[src/rtl/alu_mp_seq.sv]
// Multi-precision ADD/SUB/SHL sequencer driving one shared 8-bit ALU slice per cycle.
// Carries chain low slice first through the ALU SC_IN/SC_OUT pair.
package definitionsABC;
  localparam logic [3:0] kADDL = 4'h2;
  localparam logic [3:0] kNOT  = 4'h9;
endpackage

module alu_mp_seq
  import definitionsABC::*;
#(
  parameter int NSLICE = 2,
  parameter int OPW    = 4
) (
  input  logic                CLK,
  input  logic                RESET_N,
  input  logic                REQ_VALID,
  output logic                REQ_READY,
  input  logic [1:0]          REQ_OP,
  input  logic [8*NSLICE-1:0] REQ_A,
  input  logic [8*NSLICE-1:0] REQ_B,
  output logic                RES_VALID,
  input  logic                RES_READY,
  output logic [8*NSLICE-1:0] RES_DATA,
  output logic                RES_CARRY,
  output logic                RES_ZERO,
  output logic [OPW-1:0]      ALU_OP,
  output logic [7:0]          ALU_A,
  output logic [7:0]          ALU_B,
  output logic                ALU_SC_IN,
  input  logic [7:0]          ALU_OUT,
  input  logic                ALU_SC_OUT
);
  localparam int IW = (NSLICE > 1) ? $clog2(NSLICE) : 1;
  localparam logic [IW-1:0] LAST = IW'(NSLICE - 1);

  typedef enum logic [1:0] {IDLE, NOTB, ADD, DONE} state_t;

  state_t                  state, state_nx;
  logic [1:0]              op_q;
  logic [NSLICE-1:0][7:0]  a_q, b_q, wrk_q;
  logic [7:0]              nb_q;
  logic                    carry_q;
  logic [IW-1:0]           idx;
  logic                    res_valid_q, res_carry_q, res_zero_q;
  logic [8*NSLICE-1:0]     res_q;

  logic is_sub, is_shl, last;
  assign is_sub = (op_q == 2'b01);
  assign is_shl = (op_q == 2'b10);
  assign last   = (idx == LAST);

  assign REQ_READY = (state == IDLE);
  assign RES_VALID = res_valid_q;
  assign RES_DATA  = res_q;
  assign RES_CARRY = res_carry_q;
  assign RES_ZERO  = res_zero_q;

  always_comb begin
    state_nx  = state;
    ALU_OP    = OPW'(kADDL);
    ALU_A     = 8'h00;
    ALU_B     = 8'h00;
    ALU_SC_IN = 1'b0;
    case (state)
      IDLE: if (REQ_VALID) begin
        case (REQ_OP)
          2'b00, 2'b10: state_nx = ADD;
          2'b01:        state_nx = NOTB;
          default:      state_nx = DONE;
        endcase
      end
      NOTB: begin
        ALU_OP   = OPW'(kNOT);
        ALU_B    = b_q[idx];
        state_nx = ADD;
      end
      ADD: begin
        ALU_A = a_q[idx];
        ALU_B = is_sub ? nb_q : (is_shl ? a_q[idx] : b_q[idx]);
        // SUB is A + ~B + 1: the +1 enters as carry-in of the lowest slice
        ALU_SC_IN = (idx == '0) ? is_sub : carry_q;
        state_nx  = last ? DONE : (is_sub ? NOTB : ADD);
      end
      DONE: if (res_valid_q && RES_READY) state_nx = IDLE;
      default: state_nx = IDLE;
    endcase
  end

  always_ff @(posedge CLK or negedge RESET_N) begin
    if (!RESET_N) begin
      state       <= IDLE;
      op_q        <= 2'b00;
      a_q         <= '0;
      b_q         <= '0;
      wrk_q       <= '0;
      nb_q        <= 8'h00;
      carry_q     <= 1'b0;
      idx         <= '0;
      res_valid_q <= 1'b0;
      res_q       <= '0;
      res_carry_q <= 1'b0;
      res_zero_q  <= 1'b0;
    end else begin
      state <= state_nx;
      case (state)
        IDLE: if (REQ_VALID) begin
          op_q    <= REQ_OP;
          a_q     <= REQ_A;
          b_q     <= REQ_B;
          idx     <= '0;
          carry_q <= 1'b0;
          wrk_q   <= '0;
        end
        NOTB: nb_q <= ALU_OUT;
        ADD: begin
          wrk_q[idx] <= ALU_OUT;
          carry_q    <= ALU_SC_OUT;
          if (!last) idx <= idx + 1'b1;
        end
        DONE: begin
          // result lands one edge after entering DONE; outputs hold until the next landing
          if (!res_valid_q) begin
            res_valid_q <= 1'b1;
            res_q       <= wrk_q;
            res_carry_q <= carry_q;
            res_zero_q  <= (wrk_q == '0);
          end else if (RES_READY) begin
            res_valid_q <= 1'b0;
          end
        end
        default: ;
      endcase
    end
  end
endmodule
[config.mk]
export PLATFORM = sky130hd
export DESIGN_NAME = alu_mp_seq
export DESIGN_NICKNAME = d
export VERILOG_FILES = /design/src/rtl/alu_mp_seq.sv
export SDC_FILE = /design/constraint.sdc
export NUM_CORES = 1
export LEC_CHECK = 0
export ABC_CLOCK_PERIOD_IN_PS = 4100
export CAP_MARGIN = 20
export CORE_ASPECT_RATIO = 2
export CORE_MARGIN = 2
export CORE_UTILIZATION = 30
export CTS_BUF_LIST = sky130_fd_sc_hd__clkbuf_8
export DETAILED_ROUTE_END_ITERATION = 10
export SETUP_SLACK_MARGIN = 0.2
export SYNTH_ARGS = -nofsm -noshare
export SYNTH_HDL_FRONTEND = slang
export SYNTH_SLANG_ARGS = --single-unit
[constraint.sdc]
create_clock -name CLK -period 4.1 [get_ports CLK]
set_input_delay 0.41 -clock CLK [delete_from_list [all_inputs] [get_ports CLK]]
set_output_delay 0.41 -clock CLK [all_outputs]
set_load 0.02 [all_outputs]
==> flow_summary.toml, run 1 <==
[die]
num_io_pins = 88
dieArea_um2 = 15000
num_rows = 61
die_h_um = 171
die_w_um = 87.7
core_area_um2 = 13800
start_util_pct = 30.4

[logic_synthesis]
synthMuxAreaShare_pct = 16.9
syn_area_um2 = 4210
ys_seq_area_share_pct = 48.2
synth_top_area_share_pct = 48.2
synth_xor_xnor_area_share_pct = 0
synthesis.nets = 432
yosysTopAreaCell = "dfrtp_1"
yosys_warnings = 0
syn_area_per_cell_um2 = 11.0
synthCells = 381
synth_top_family_by_area = "multiplexers"
synth_compound_area_share_pct = 15.6
synth_seq_cells = 81
synthTopCellsByArea = "dfrtp_1, mux2_1, mux2_2"
synth_adder_area_share_pct = 1.19
synthSimpleGateAreaFrac_pct = 12.5
synth_cell_types = 45

[pwr]
ir_worst_vdd_v = 0.000409
p_seq_share_pct = 33.6
switching_share_pct = 39.3
power.internal_uw = 2700
leakage_uw = 0.00221
clock_power_share_pct = 16.1
power.switching_uw = 1750
p_per_area_nw_per_um2 = 818
combPwrFrac_pct = 50.4

[finish]
fin_nets = 503
diodes = 0
final_common_cell = "clkdlybuf4s50_1"
final_cell_mix = "clkdlybuf4s50_1, dfrtp_1, mux2_1"
fill_cells = 1391
drive_gt1_share_pct = 12.0
synthToLayoutAreaGrowth_pct = 29.2

[cts]
clock_tree.root_cell = "clkbuf_8"
cts-buffers-inserted = 9
clkTransAtPathRegs_ns = 0.08
cts_tree = "yes"
hold_buffers = 0
cts_setup_buffers = 0
cts_max_level = 3
insertion_delay_ns = 0.36
cts_buffer_depth = 2
clock-sinks = 81
ctsResizeCount = 0

[place]
post-place-ws_ns = 1.39
portBuffers = 86
gp_congestion = 0.778
hpwl_um = 7800

[global_routing]
grt_max_degree = 82
grt_pass1_vias = 3272
grt_first_pass_wirelength_um = 17500
antenna_found_initial = 0
gr-total-overflow = 0
grt.total_usage_pct = 15.3

[detailed_routing]
num_vias = 3237
ant_nets = 0
drt_iter0_drc = 191
drc_errors = 0
wl_um = 10900
via_per_inst = 5.01
dr.pass1.iters = 4
wl_per_cell_um = 16.9

[sta]
hold_violations = 3
slew_headroom_pct = 32.0
worst_slack_ns = 0.994
min_period_ns = 3.11
fmax_mhz = 322
finalSetupTns_ns = 0
worst_pin_slew_ns = 1.02
fin_hold_ws_ns = -0.00238
period_share_pct = 75.8
rsz0062_at_grt = "no"
setup_viol_count_final = 0
slew_violations = 0
clock_skew_ns = 0.00906

[job]
cap_violations = 0

[min_path]
hp-class = "in2async"

[worst_setup_path]
end_kind = "output port"
crit_chain = "mux2i_1, a21boi_0, o32ai_1, clkdlybuf4s50_1"
cp.required_ns = 3.69
path_max_fanout = 36
critPathArrivalTime_ns = 2.70
regToRegSetupSlack_ns = 1.68
start_kind = "register"
path_class = "reg2out"
slowest_delay_ns = 0.85
cp_slowest_cell = "dfrtp_2"

[run_status]
failed_checks = "hold timing"
outcome = "finished with violations"
layout make-up:
cell class	instances	area [µm²]	area share [%]
Clock buffer	10	138	2.53
Sequential cell	81	2030	37.3
Multi-Input combinational cell	254	1950	35.9
Tap cell	189	236	4.35
Inverter	15	56.3	1.04
Clock inverter	6	106	1.96
Timing Repair Buffer	91	916	16.9
metal layers:
layer  global-route usage [%]  share of wire (%)  up-vias
li1                         -                  -     1519
met1                     17.2                 39     1624
met2                     27.4                 55       77
met3                     2.50                2.8       17
met4                     6.96                2.7        0
met5                        0                  0        -
state kept, by name (all words and copies together) (netlist names):
register	flops
wrk_q	16
idx	1
RES_DATA	16
RES_VALID	1
RES_ZERO	1
b_q	16
RES_CARRY	1
a_q	16
state	2
nb_q	8
op_q	2
carry_q	1
stage by stage:
step	util [%]	instance area, µm²	std cells	power, µW	hold slack (ns)
after floorplan	-	4210	381	3000	0.114
after global placement	37.4	5160	629	3700	0.465
after detailed placement	37.4	5160	629	3770	0.469
after CTS	39.1	5410	645	4490	0.259
after global routing	39.3	5430	646	4780	0.0132
final	39.3	5430	646	4450	-0.00238
Yosys cell counts, drive strengths merged:
master   instances
nand2b          20
and2             3
a21boi           4
o22ai            6
o21a             2
ha               4
nor4             4
a31oi            1
o21ai           22
nand3b           9
a32o             1
o32ai            2
inv             15
mux2i            7
a2bb2oi          5
conb             1
o211ai           3
clkbuf           3
a221o           16
nor3b            1
nand4            1
nand3           16
nand2           20
or3b             1
a32oi            1
nor3             2
a21o             1
or2              1
o41ai            1
and3b            1
a22o             8
dfrtp           81
nor2             3
mux2            57
nor2b           11
a211oi           1
a21oi           18
buf             28
power groups by stage:
stage / logic (µW) / clock network [µW] / registers (µW)
3_3_place_gp: 2200 / 0 / 1500
4_1_cts: 2260 / 735 / 1500
6_report: 2240 / 715 / 1490
2_1_floorplan: 1540 / 0 / 1460
3_5_place_dp: 2250 / 0 / 1510
5_1_grt: 2450 / 771 / 1560
worst max-delay path, delay by kind of cell (launching register included):
family / cells / cell delay [ns]
AO/OA/AOI/OAI: 2 / 0.57
flip-flops: 1 / 0.85
multiplexers: 1 / 0.20
buffers and inverters: 1 / 0.69
kinds of logic after synthesis:
| family | count (synthesis) |
|---|---|
| adder cells (fa/ha/maj) | 4 |
| AO/OA/AOI/OAI | 92 |
| AND/OR/NAND/NOR | 93 |
| flip-flops | 81 |
| buffers and inverters | 46 |
| multiplexers | 64 |
| other | 1 |
worst paths after layout:
| check | to | startpoint | cells after the start |
|---|---|---|---|
| min in group CLK | RES_DATA[13] | RES_DATA[13] | 2 |
| worst min register to register | RES_DATA[13] | RES_DATA[13] | 2 |
| worst max-delay path | ALU_B[7] | idx | 4 |
| worst min-delay path | RES_VALID | RESET_N | 1 |
| max in group asynchronous | a_q[6] | RESET_N | 2 |
| worst max register to register | a_q[7] | state[0] | 4 |
Note: power is estimated with default switching activity, not from simulation.
==> run 2: changes to the inputs <==
--- a/config.mk
+++ b/config.mk
@@ -5,7 +5,7 @@
 export SDC_FILE = /design/constraint.sdc
 export NUM_CORES = 1
 export LEC_CHECK = 0
-export ABC_CLOCK_PERIOD_IN_PS = 4100
+export ABC_CLOCK_PERIOD_IN_PS = 2650
 export CAP_MARGIN = 20
 export CORE_ASPECT_RATIO = 2
 export CORE_MARGIN = 2
==> constraint.sdc (replaced) <==
create_clock -name CLK -period 2.65 [get_ports CLK]
set_input_delay 0.265 -clock CLK [delete_from_list [all_inputs] [get_ports CLK]]
set_output_delay 0.265 -clock CLK [all_outputs]
set_load 0.02 [all_outputs]
==> flow_summary.toml, run 2 (same netlist as run 1, synthesis figures left out) <==
[finish]
post-route-util_pct = 39.5
final_cell_mix = "dfrtp_1, clkdlybuf4s50_1, mux2_1"
fin_nets = 516
final_common_cell = "dfrtp_1"
fill_cells = 1358
synthToLayoutAreaGrowth_pct = 29.8
diodes = 0
seqCellArea_um2 = 2030
drive_gt1_share_pct = 14.9
multiInputGateArea_um2 = 1960

[worst_setup_path]
path_max_fanout = 11
end_kind = "output port"
path_delay_family = "flip-flops"
regToRegSetupSlack_ns = 0.64
critPathArrivalTime_ns = 2.13
critical_path_buf_inv_count = 2
cp.required_ns = 2.38
path_class = "reg2out"
slowest_delay_ns = 0.57
crit_chain = "buf_6, nor2b_1, nor3_1, o32ai_1, clkdlybuf4s15_1"
start_kind = "register"
cp_slowest_cell = "dfrtp_4"

[sta]
rsz0062_at_grt = "yes"
period_share_pct = 90.2
hold_violations = 0
slew_violations = 0
finalSetupTns_ns = 0
slew_headroom_pct = 54.1
worst_pin_slew_ns = 0.688
min_period_ns = 2.39
fin_hold_ws_ns = 0.483
clock_skew_ns = 0.00796
setup_viol_count_final = 0
fmax_mhz = 418

[global_routing]
gr-total-overflow = 0
grt_first_pass_wirelength_um = 17800
grt.total_usage_pct = 15.5
grt_pass1_vias = 3402
grt_max_degree = 53
antenna_found_initial = 0

[pwr]
finalPower_uw = 6760
leakage_uw = 0.00231
p_per_area_nw_per_um2 = 1240
ir_worst_vdd_v = 0.000572

[detailed_routing]
num_vias = 3260
wl_um = 11100
drt_iter0_drc = 127
ant_nets = 0
wl_per_cell_um = 16.9
dr.pass1.iters = 4
drc_errors = 0
via_per_inst = 4.95

[cts]
clock-sinks = 81
cts-buffers-inserted = 9
cts_tree = "yes"
cts_buffer_depth = 2
clock_tree.root_cell = "clkbuf_8"
insertion_delay_ns = 0.36
cts_max_level = 3
clkTransAtPathRegs_ns = 0.08

[place]
portBuffers = 86
hpwl_um = 8230
gp_congestion = 0.857

[die]
num_io_pins = 88
core_area_um2 = 13800
start_util_pct = 30.4
dieArea_um2 = 15000
die_w_um = 87.7
die_h_um = 171
num_rows = 61

[run_status]
outcome = "finished clean"

[job]
cap_violations = 0

[min_path]
hp-class = "reg2reg"
==> run 2: power breakdown <==
group          internal [µW]  total (µW)  leakage [µW]  switching [µW]
Sequential              1820        2260      0.000993             440
Clock                    475         908      0.000106             433
Combinational           1740        3590       0.00121            1850
==> run 2: metrics by stage <==
step / cells / worst slack (ns) / area (µm²)
global placement: 637 / 0.278 / 5220
finish: 658 / 0.260 / 5460
detailed placement: 637 / 0.255 / 5220
CTS: 654 / 0.211 / 5430
global route: 658 / 0.156 / 5460
floorplan: 381 / 0.685 / 4210
==> run 2: area by class of cell <==
| cell class | instances | area share, % |
|---|---|---|
| Sequential cell | 81 | 37.2 |
| Multi-Input combinational cell | 254 | 36.0 |
| Timing Repair Buffer | 104 | 17.9 |
| Tap cell | 189 | 4.33 |
| Clock buffer | 11 | 2.77 |
| Inverter | 15 | 1.03 |
| Clock inverter | 4 | 0.802 |
==> run 2: path summary, 6_finish.rpt <==
path	cells past startpoint	endpoint	startpoint
worst min register to register	2	RES_DATA[13]	RES_DATA[13]
max in group asynchronous	3	RES_DATA[8]	RESET_N
worst max-delay path	5	ALU_B[3]	idx
worst max register to register	4	b_q[3]	state[0]
worst min-delay path	2	RES_DATA[13]	RES_DATA[13]
min in group asynchronous	2	a_q[7]	RESET_N
==> run 2: layer usage <==
metal,vias to the layer above,track usage (%),routed length (µm)
li1,1542,-,-
met1,1615,17.5,4220
met2,90,28.1,6200
met3,13,2.64,462
met4,0,6.49,234
met5,-,0,0
==> run 2: worst min-delay path: cells and delay by family (launching register included) <==
family	cells	cell delay (ns)
compound gates	1	0.06
flops	1	0.35
simple gates	1	0.04
==> run 2: repair_timing <==
action / CTS / global route
buffers inserted: 1 / 4
pin swaps: 0 / 0
gates resized for setup: 15 / 10
hold buffers: 1 / 0
endpoints found under the hold margin: 50 / 0
setup endpoints to repair: 15 / 10
==> run 3: changes to the inputs <==
--- a/config.mk
+++ b/config.mk
@@ -7,7 +7,6 @@
 export LEC_CHECK = 0
 export ABC_CLOCK_PERIOD_IN_PS = 2650
 export CAP_MARGIN = 20
-export CORE_ASPECT_RATIO = 2
 export CORE_MARGIN = 2
 export CORE_UTILIZATION = 30
 export CTS_BUF_LIST = sky130_fd_sc_hd__clkbuf_8
==> flow_summary.toml, run 3 (same netlist as run 1, synthesis figures left out) <==
[run_status]
outcome = "finished clean"

[detailed_routing]
wl_met3_um = 768
routed-wl-met2_um = 5060
wl_per_cell_um = 16.6
top_layer = "met4"
wl_met1_um = 4640
num_vias = 3228
via_per_inst = 5.04
ant_nets = 0
wl_um = 10600
drc_errors = 0
dr.pass1.iters = 4
drt_iter0_drc = 196

[die]
core_area_um2 = 13800
die_w_um = 122
start_util_pct = 30.5
num_io_pins = 88
num_rows = 43
die_h_um = 122
dieArea_um2 = 15000

[cts]
clock_tree.root_cell = "clkbuf_8"
clock-sinks = 81
insertion_delay_ns = 0.37
cts_buffer_depth = 2
cts-buffers-inserted = 9
cts_tree = "yes"
cts_max_level = 3
clkTransAtPathRegs_ns = 0.08

[place]
dp_cells = 624
gp_congestion = 0.838
portBuffers = 86
hpwl_um = 7480

[sta]
slew_headroom_pct = 56.9
slew_violations = 0
min_period_ns = 2.36
finalSetupTns_ns = 0
rsz0062_at_grt = "no"
clock_skew_ns = 0.0112
fmax_mhz = 424
setup_viol_count_final = 0
period_share_pct = 88.9
hold_violations = 0
worst_pin_slew_ns = 0.645

[finish]
fin_nets = 507
diodes = 0
fill_cells = 1391
final_common_cell = "dfrtp_1"
finalNonFillerCells = 640
synthToLayoutAreaGrowth_pct = 27.7
drive_gt1_share_pct = 13.0
final_cell_mix = "dfrtp_1, clkdlybuf4s50_1, mux2_1"

[worst_setup_path]
crit_chain = "inv_1, ha_4, nand3b_1, a2bb2oi_1, o22ai_1, dlygate4sd2_1"
start_kind = "register"
cp.required_ns = 2.38
path_max_fanout = 16
end_kind = "output port"
critPathArrivalTime_ns = 2.09
regToRegSetupSlack_ns = 0.58
path_class = "reg2out"
slowest_delay_ns = 0.41
cp_slowest_cell = "dfrtp_1"

[global_routing]
grt_first_pass_wirelength_um = 17200
grt_max_degree = 54
gr-total-overflow = 0
antenna_found_initial = 0
grt.total_usage_pct = 15.0
grt_pass1_vias = 3269

[job]
cap_violations = 0

[pwr]
p_per_area_nw_per_um2 = 1220
leakage_uw = 0.00221
finalPower_uw = 6580
ir_worst_vdd_v = 0.000588

[min_path]
hp-class = "in2async"
-- run 3: cell count changes in the layout (fill, tap and decap cells not counted), sizes merged, moves of 2 or more --
cell / before / now
clkbuf: 14 / 12
clkdlybuf4s50: 71 / 76
clkinvlp: 0 / 2
buf: 18 / 9
dlygate4sd2: 8 / 5
-- run 3: worst paths after layout --
path,from,cells after the start,to
min in group CLK,REQ_A[14],2,a_q[14]
worst min-delay path,RESET_N,2,a_q[6]
worst max register to register,state[0],6,wrk_q[14]
worst max-delay path,state[0],6,ALU_B[0]
max in group asynchronous,RESET_N,3,b_q[6]
worst min register to register,a_q[11],1,a_q[11]
-- run 3: per-layer routing --
layer	vias up	GRT usage (%)
met5	-	0
met4	0	6.03
met3	10	4.97
met2	96	23.9
met1	1599	18.7
li1	1523	-
-- run 3: final cells by class --
type	instances	area, µm²	area share [%]
sequential	81	2030	37.8
tap	180	225	4.19
multi-input combinational	254	1960	36.6
inverter	15	56.3	1.05
timing repair buffer	95	925	17.2
clock buffer	10	138	2.56
clock inverter	5	32.5	0.606
-- run 3: worst max-delay path: cells and delay by family, from the launching register on --
kind	cells	cell delay, ns
compound gates	2	0.36
fa+ha+maj	1	0.26
flops	1	0.41
buf+inv	2	0.49
simple gates	1	0.20
-- run 3: what timing repair did --
action / in CTS / in global routing
gates cloned: 0 / 0
pin swaps: 0 / 0
endpoints found under the setup margin: 9 / 6
hold endpoints to repair: 45 / 0
buffers inserted: 0 / 0
hold buffers: 1 / 0
gates resized for setup: 11 / 7
-- run 3: per-stage QoR --
stage | util (%) | hold WS (ns) | cell area, µm² | worst slack [ns]
finish | 39.0 | 0.432 | 5370 | 0.293
global route | 39.0 | 0.459 | 5370 | 0.203
CTS | 39.0 | 0.446 | 5370 | 0.251
global placement | 37.7 | 0.316 | 5190 | 0.395
detailed placement | 37.7 | 0.326 | 5190 | 0.283
floorplan | - | -0.0306 | 4210 | 0.685
-- run 3: power breakdown --
part	total, µW	internal, µW	switching, µW	leakage [µW]
logic	3450	1690	1760	0.00114
clock network	822	359	463	0.0000860
registers	2310	1820	487	0.000993
